<file path="config.mk">
export PLATFORM = sky130hd
export DESIGN_NAME = dram_bscan_chain_ctl
export DESIGN_NICKNAME = d
export VERILOG_FILES = /design/src/rtl/dram_bscan_chain_ctl.sv
export SDC_FILE = /design/constraint.sdc
export NUM_CORES = 1
export LEC_CHECK = 0
export CAP_MARGIN = 30
export CORE_MARGIN = 3
export CORE_UTILIZATION = 30
export DETAILED_ROUTE_END_ITERATION = 8
export PLACE_DENSITY = 0.64
export SLEW_MARGIN = 20
export SYNTH_ARGS = -nofsm -noshare
export SYNTH_HDL_FRONTEND = slang
export SYNTH_SLANG_ARGS = --single-unit
</file>
<file path="constraint.sdc">
create_clock -name clk -period 2.5 [get_ports clk]
set_clock_uncertainty 0.2 [all_clocks]
set_input_delay 0.375 -clock clk [delete_from_list [all_inputs] [get_ports clk]]
set_output_delay 0.375 -clock clk [all_outputs]
set_load 0.1 [all_outputs]
</file>
<file path="src/rtl/dram_bscan_chain_ctl.sv">
// Boundary-scan chain initiator for the DRAM SSTL pad ring: runs one
// capture/shift/update transaction and collects the chain's serial output.
module dram_bscan_chain_ctl #(
    parameter int unsigned CHAIN_LEN = 16,
    parameter int unsigned CNT_W     = 5
) (
    input  logic                 clk,
    input  logic                 rst,
    input  logic                 start,
    input  logic                 capture_en,
    input  logic                 update_en,
    input  logic [CHAIN_LEN-1:0] wdata,
    input  logic                 ext_test,
    input  logic                 hiz_req,
    output logic                 busy,
    output logic                 done,
    output logic [CHAIN_LEN-1:0] rdata,
    output logic                 clock_dr,
    output logic                 shift_dr,
    output logic                 update_dr,
    output logic                 mode_ctrl,
    output logic                 hiz_n,
    output logic                 bsi,
    input  logic                 bso
);

    typedef enum logic [2:0] {
        StIdle, StCapLo, StCapHi, StShLo, StShHi, StUpd, StDone
    } state_e;

    localparam logic [CNT_W-1:0] LastCnt = CNT_W'(CHAIN_LEN - 1);

    state_e               state_q, state_d;
    logic [CNT_W-1:0]     cnt_q, cnt_d;
    logic [CHAIN_LEN-1:0] wreg_q, wreg_d;
    logic [CHAIN_LEN-1:0] rdata_q, rdata_d;
    logic                 upd_en_q, upd_en_d;
    logic                 busy_q, busy_d;
    logic                 done_q, done_d;
    logic                 clock_dr_q, clock_dr_d;
    logic                 shift_dr_q, shift_dr_d;
    logic                 update_dr_q, update_dr_d;
    logic                 mode_q, mode_d;
    logic                 hiz_n_q, hiz_n_d;
    logic                 bsi_q, bsi_d;

    always_comb begin
        state_d  = state_q;
        cnt_d    = cnt_q;
        wreg_d   = wreg_q;
        rdata_d  = rdata_q;
        upd_en_d = upd_en_q;

        case (state_q)
            StIdle: begin
                if (start) begin
                    wreg_d   = wdata;
                    upd_en_d = update_en;
                    rdata_d  = '0;
                    cnt_d    = '0;
                    state_d  = capture_en ? StCapLo : StShLo;
                end
            end
            StCapLo: state_d = StCapHi;
            StCapHi: state_d = StShLo;
            StShLo: begin
                // bso is stable here; the chain advances on the next clock_dr rise
                for (int i = 0; i < int'(CHAIN_LEN); i++) begin
                    if (cnt_q == CNT_W'(i)) rdata_d[i] = bso;
                end
                state_d = StShHi;
            end
            StShHi: begin
                wreg_d = wreg_q >> 1;
                if (cnt_q == LastCnt) begin
                    cnt_d   = '0;
                    state_d = upd_en_q ? StUpd : StDone;
                end else begin
                    cnt_d   = cnt_q + 1'b1;
                    state_d = StShLo;
                end
            end
            StUpd:   state_d = StDone;
            StDone:  state_d = StIdle;
            default: state_d = StIdle;
        endcase

        // Strobes are registered from the next state so they change cleanly on clk
        busy_d      = !(state_d inside {StIdle, StDone});
        done_d      = (state_d == StDone);
        clock_dr_d  = (state_d inside {StCapHi, StShHi});
        shift_dr_d  = (state_d inside {StShLo, StShHi});
        update_dr_d = (state_d == StUpd);
        bsi_d       = (state_d == StShLo) ? wreg_d[0] : bsi_q;

        // Pad mode/tri-state track the requests only between transactions
        mode_d  = mode_q;
        hiz_n_d = hiz_n_q;
        if (state_q == StIdle || state_q == StDone) begin
            mode_d  = ext_test;
            hiz_n_d = ~hiz_req;
        end
    end

    always_ff @(posedge clk) begin
        if (rst) begin
            state_q     <= StIdle;
            cnt_q       <= '0;
            wreg_q      <= '0;
            rdata_q     <= '0;
            upd_en_q    <= 1'b0;
            busy_q      <= 1'b0;
            done_q      <= 1'b0;
            clock_dr_q  <= 1'b0;
            shift_dr_q  <= 1'b0;
            update_dr_q <= 1'b0;
            mode_q      <= 1'b0;
            hiz_n_q     <= 1'b1;
            bsi_q       <= 1'b0;
        end else begin
            state_q     <= state_d;
            cnt_q       <= cnt_d;
            wreg_q      <= wreg_d;
            rdata_q     <= rdata_d;
            upd_en_q    <= upd_en_d;
            busy_q      <= busy_d;
            done_q      <= done_d;
            clock_dr_q  <= clock_dr_d;
            shift_dr_q  <= shift_dr_d;
            update_dr_q <= update_dr_d;
            mode_q      <= mode_d;
            hiz_n_q     <= hiz_n_d;
            bsi_q       <= bsi_d;
        end
    end

    assign busy      = busy_q;
    assign done      = done_q;
    assign rdata     = rdata_q;
    assign clock_dr  = clock_dr_q;
    assign shift_dr  = shift_dr_q;
    assign update_dr = update_dr_q;
    assign mode_ctrl = mode_q;
    assign hiz_n     = hiz_n_q;
    assign bsi       = bsi_q;

endmodule
</file>
Yosys cells after proc, flatten, opt, wreduce, memory -nomap -nowiden
Index checks and enable logic that the tools add are counted.

word-level totals
  register bits after elaboration = 49
  output and inout port bits = 24
  input port bits = 24
  word-level logic and storage cells = 130

cells by class
  equality and inequality tests = 43
  $add $sub $neg = 1
  multiplexer cells = 28
  bitwise gates (word level) = 1
  reduce and logical (&&, ||, !) cells = 28

operator list
  cell                   number
  $pmux W16 S2           2
  $reduce_and A3 Y1      16
  $eq A5 B4 Y1 const B   8
  $ne A2 B2 Y1 const B   17
  $mux W16               2
  $eq A5 B3 Y1 const B   4
  $eq A3 B3 Y1 const B   6
  $pmux W3 S6            1
  $mux W1                16
  $eq A3 B2 Y1 const B   4
  $eq A5 B2 Y1 const B   2
  $mux W5                2
  $pmux W5 S2            1
  $reduce_bool A2 Y1     5
  $logic_not A3 Y1       2
  $mux W3                2
  $add A5 B1 Y5 const B  1
  $eq A5 B1 Y1 const B   1
  $logic_not A5 Y1       1
  $mux W2                2
  $reduce_and A2 Y1      2
  $eq A3 B1 Y1 const B   1
  $logic_not A1 Y1       1
  $logic_or A1 B1 Y1     1
  $not A1 Y1             1

Logic depth before layout (Yosys ltp)
  depth in word-level cells = 6
  mapped depth = 8
  mapped depth without buffers = 6

Least setup slack after synthesis
No wires, ideal clock.

  kind = reg-to-reg
  from = register state_q[2]
  to = register rdata_q[0] (netlist: rdata[0])
  setup time = 128 ps
  period minus slack after synthesis = 1644 ps
  arrival = 1317 ps
  required time = 2172 ps
  path buffers = 4
  slack = 856 ps
  stages on the path, launching flop included = 9
  path through = dfxtp_1 buf_4 and3b_1 buf_4 and2_1 buf_4 buf_6 mux2i_1 nor2_1

on the way
  longest elaborated chain between the ends = 3
  elaborated cells between the ends (all ways) = 7
  classes of those cells = 3 x eq/ne; 1 x mux; 3 x reduce/logical

RTL lines
  item                                                                 RTL line  RTL
  start: declaration                                                   33        state_e state_q, state_d;
  start signal: assignment                                             107       state_q <= StIdle;
  start signal: assignment                                             121       state_q <= state_d;
  $eq A3 B2 Y1 / $logic_not A3 Y1 (equally long branches)              54        case (state_q)
  $ne A2 B2 Y1 (no line) / $reduce_bool A2 Y1 (equally long branches)  --
  $reduce_and A3 Y1 (no line)                                          --
  end signal: assignment                                               124       rdata_q <= rdata_d;
  end: declaration                                                     36        logic [CHAIN_LEN-1:0] rdata_q, rdata_d;

Several ways; a longest one is shown, not always the timed one.
A chain may end at the register's enable or synchronous reset.

Worst setup path after layout
  from = register cnt_q[0]
  to = register done_q (netlist: done)

on the way
  longest elaborated chain between the ends = 4

RTL lines
  item                      RTL line  RTL
  start: declaration        34        logic [CNT_W-1:0] cnt_q, cnt_d;
  start signal: assignment  122       cnt_q <= cnt_d;
  $eq A5 B4 Y1              75        if (cnt_q == LastCnt) begin
  $mux W3                   75
  $pmux W3 S6               54
  $eq A3 B3 Y1              90        done_d = (state_d == StDone);
  end signal: assignment    127       done_q <= done_d;
  end: declaration          39        logic done_q, done_d;

No other way between the ends.

==> out/qor.txt <==
die height: 91.9 um
Total Wirelength: 4890 um
fin crit share: 0.776
final instance area: 0.00282 mm^2
vias per inst: 4.91
metal2 WL: 2330 um
clk buf depth: 2
final-report setup violation count: 0
area grow syn2layout: 27.4%
Top FF cell, synth: dfxtp_1
diode count: 0
Post-CTS Resized: 0
hold_buf cts: 0
Synth top area share: 0.443
number of routed nets with antenna violations: 0
Sink Count: 49
routed wl met3: 200 um
dominant cells by area after synthesis: dfxtp_1, mux2i_1, a22oi_1, a21oi_1, a31oi_1
register area share after synthesis: 0.443
Core Footprint: 0.00698 mm^2
setup_tns: 0 ns
HP Class: flip-flop to flip-flop
vias in the first global route: 1759
highest metal used: met4
crit path max fanout: 7
DR pass1 iterations: 4
number of warning messages in the yosys log: 0
Post-synth EDFFs: 0
Worst setup SP type: flip-flop
max cap viols: 0
CP Class: flip-flop to flip-flop
# H-tree levels: 2
cell count after synthesis: 242
CP max-delay cell: dfxtp_1
total CTS buffers: 5
antenna violations before repair: 0
Fmax: 516 MHz
grt total ovfl: 0
dpl cells: 372
CP arrival: 1.99 ns
dpl cell area: 0.00270 mm^2
worst path required time: 2.55 ns
layout cells sized above 1: 0.165
CTS tree: done
final hold violations: 0
leading area contributor after synthesis: dfxtp_1
Routed wire per std cell: 12.9 um
io pins: 48
via count: 1865
post-CTS setup repair buffer count: 0
CTS root buf: clkbuf_8
pin count of the biggest net entering global routing: 47
RSZ-0062 raised after global routing: false
Power Dens Cells: 650 mW/mm^2
Synth cell types: 44
Final Max Tran Viols: 0
first-pass GRT wire length: 8340 um
asr flop ratio synth: 0
DRC Markers: 0
Mapped Nets: 270
Syn Std Cell Area: 0.00221 mm^2
Die ar.: 0.00844 mm^2
Power, Total: 1.83 mW
peak ir drop on the vdd network: 243 uV
max incr delay on CP: 0.46 ns
outcome: finished, final reports clean
detailed placement HPWL: 3390 um
Nets: 311
final cell count without fillers: 380
IO buf count: 47
Synth Register Bits: 49
Relative slew margins: 0.598
crit path time final: 1.94 ns
Fillers: 750
Starting Density: 0.317
CP Capture Type: flip-flop
Lkg Pwr: 1.14 nW
DRT iter0 DRCs: 113
num rows: 30
Post-Route M1 WL: 2280 um
GP Congestion: 0.735
Slew @ Worst Pin: 0.602 ns
Avg Inst Size Synth: 9.15 um^2
worst-skew pair later-pin latency: 0.30 ns
Tot GR Track Use: 0.120
Worst-path clk slew: 0.09 ns
die width: 91.9 um
critical path cell sequence: ha_1 > nand4b_1 > o21ai_0 > o31a_1 > and3_1
path summary, 6_finish.rpt:
path	from	to	slack, ns	depth (start not counted)
setup / recovery	cnt_q[0]	done	0.56	5
hold / removal	wreg_q[2]	wreg_q[1]	0.26	2
setup reg to reg	cnt_q[0]	done	0.56	5
hold reg to reg	wreg_q[2]	wreg_q[1]	0.26	2
cells by family (layout without fill, tap and decap cells):
family                   count (synthesis)  in the layout  share of synthesized area
buffers and inverters                   25             67                     0.0599
XOR/XNOR                                 2              2                    0.00792
AO/OA/AOI/OAI                           69             69                      0.209
multiplexers                            17             17                     0.0769
flip-flops                              49             49                      0.443
adder cells (fa/ha/maj)                  4              4                     0.0226
AND/OR/NAND/NOR                         76             76                      0.181
metal layers:
| metal | up-vias | track usage |
|---|---|---|
| met5 | - | 0 |
| met4 | 0 | 0.0495 |
| li1 | 947 | - |
| met1 | 874 | 0.158 |
| met3 | 7 | 0.0254 |
| met2 | 37 | 0.192 |
metrics by stage:
| stage | setup WS, ns | hold slack, ns | utilization |
|---|---|---|---|
| final | 0.560 | 0.256 | 0.404 |
| after global placement | 0.371 | 0.236 | 0.387 |
| after floorplan | 0.856 | 0.232 | - |
| after detailed placement | 0.331 | 0.245 | 0.387 |
| after global routing | 0.345 | 0.278 | 0.404 |
| after CTS | 0.550 | 0.259 | 0.404 |
registers in the layout, summed over array words and instances (netlist names), 3 cells and up:
name     count
state_q      3
rdata       16
cnt_q        5
wreg_q      16
power breakdown:
group,switching (mW),leakage (nW),internal (mW),total (mW)
logic,0.254,0.685,0.154,0.408
clock network,0.268,0.0543,0.299,0.567
registers,0.0346,0.399,0.823,0.858
total,0.556,1.14,1.28,1.83
critical path, delay by kind of cell, from the launching register on:
kind / cells / cell delay [ns]
and+or+nand+nor: 2 / 0.41
adders and majority gates: 1 / 0.28
AOI/OAI and AO/OA: 2 / 0.54
DFF: 1 / 0.46
Yosys cell counts, types with 2 or more instances:
cell       n
nor2b_1    9
nand2_1   19
o21ai_0    3
nor2_1    26
buf_2      7
clkbuf_1   4
nand3b_1   2
o21bai_1   2
a21oi_1   21
inv_1      6
xor2_1     2
buf_4      6
ha_1       4
dfxtp_1   49
mux2i_1   17
and2_1     3
a31oi_1   16
nor3_1     5
a22oi_1   16
cell usage in the layout (no fill, tap or decap), types with 2 or more instances in the layout:
cell type | Yosys | final
a21oi_1 | 21 | 21
a22oi_1 | 16 | 16
a31oi_1 | 16 | 16
and2_1 | 3 | 3
buf_12 | 0 | 2
buf_4 | 6 | 28
clkbuf_8 | 0 | 5
clkdlybuf4s50_1 | 0 | 23
dfxtp_1 | 49 | 49
ha_1 | 4 | 4
inv_1 | 6 | 6
mux2i_1 | 17 | 17
nand2_1 | 19 | 19
nand3b_1 | 2 | 2
nor2_1 | 26 | 26
nor2b_1 | 9 | 9
nor3_1 | 5 | 5
o21ai_0 | 3 | 3
o21bai_1 | 2 | 2
xor2_1 | 2 | 2
final cells by class:
| type | count | area, um^2 | share of cell area |
|---|---|---|---|
| Sequential cell | 49 | 981 | 0.348 |
| Tap cell | 96 | 120 | 0.0426 |
| Timing Repair Buffer | 53 | 480 | 0.170 |
| Inverter | 6 | 22.5 | 0.00799 |
| Clock buffer | 5 | 68.8 | 0.0244 |
| Clock inverter | 3 | 46.3 | 0.0164 |
| Multi-Input combinational cell | 168 | 1100 | 0.390 |
No activity file was read; power rests on OpenSTA's default activity.
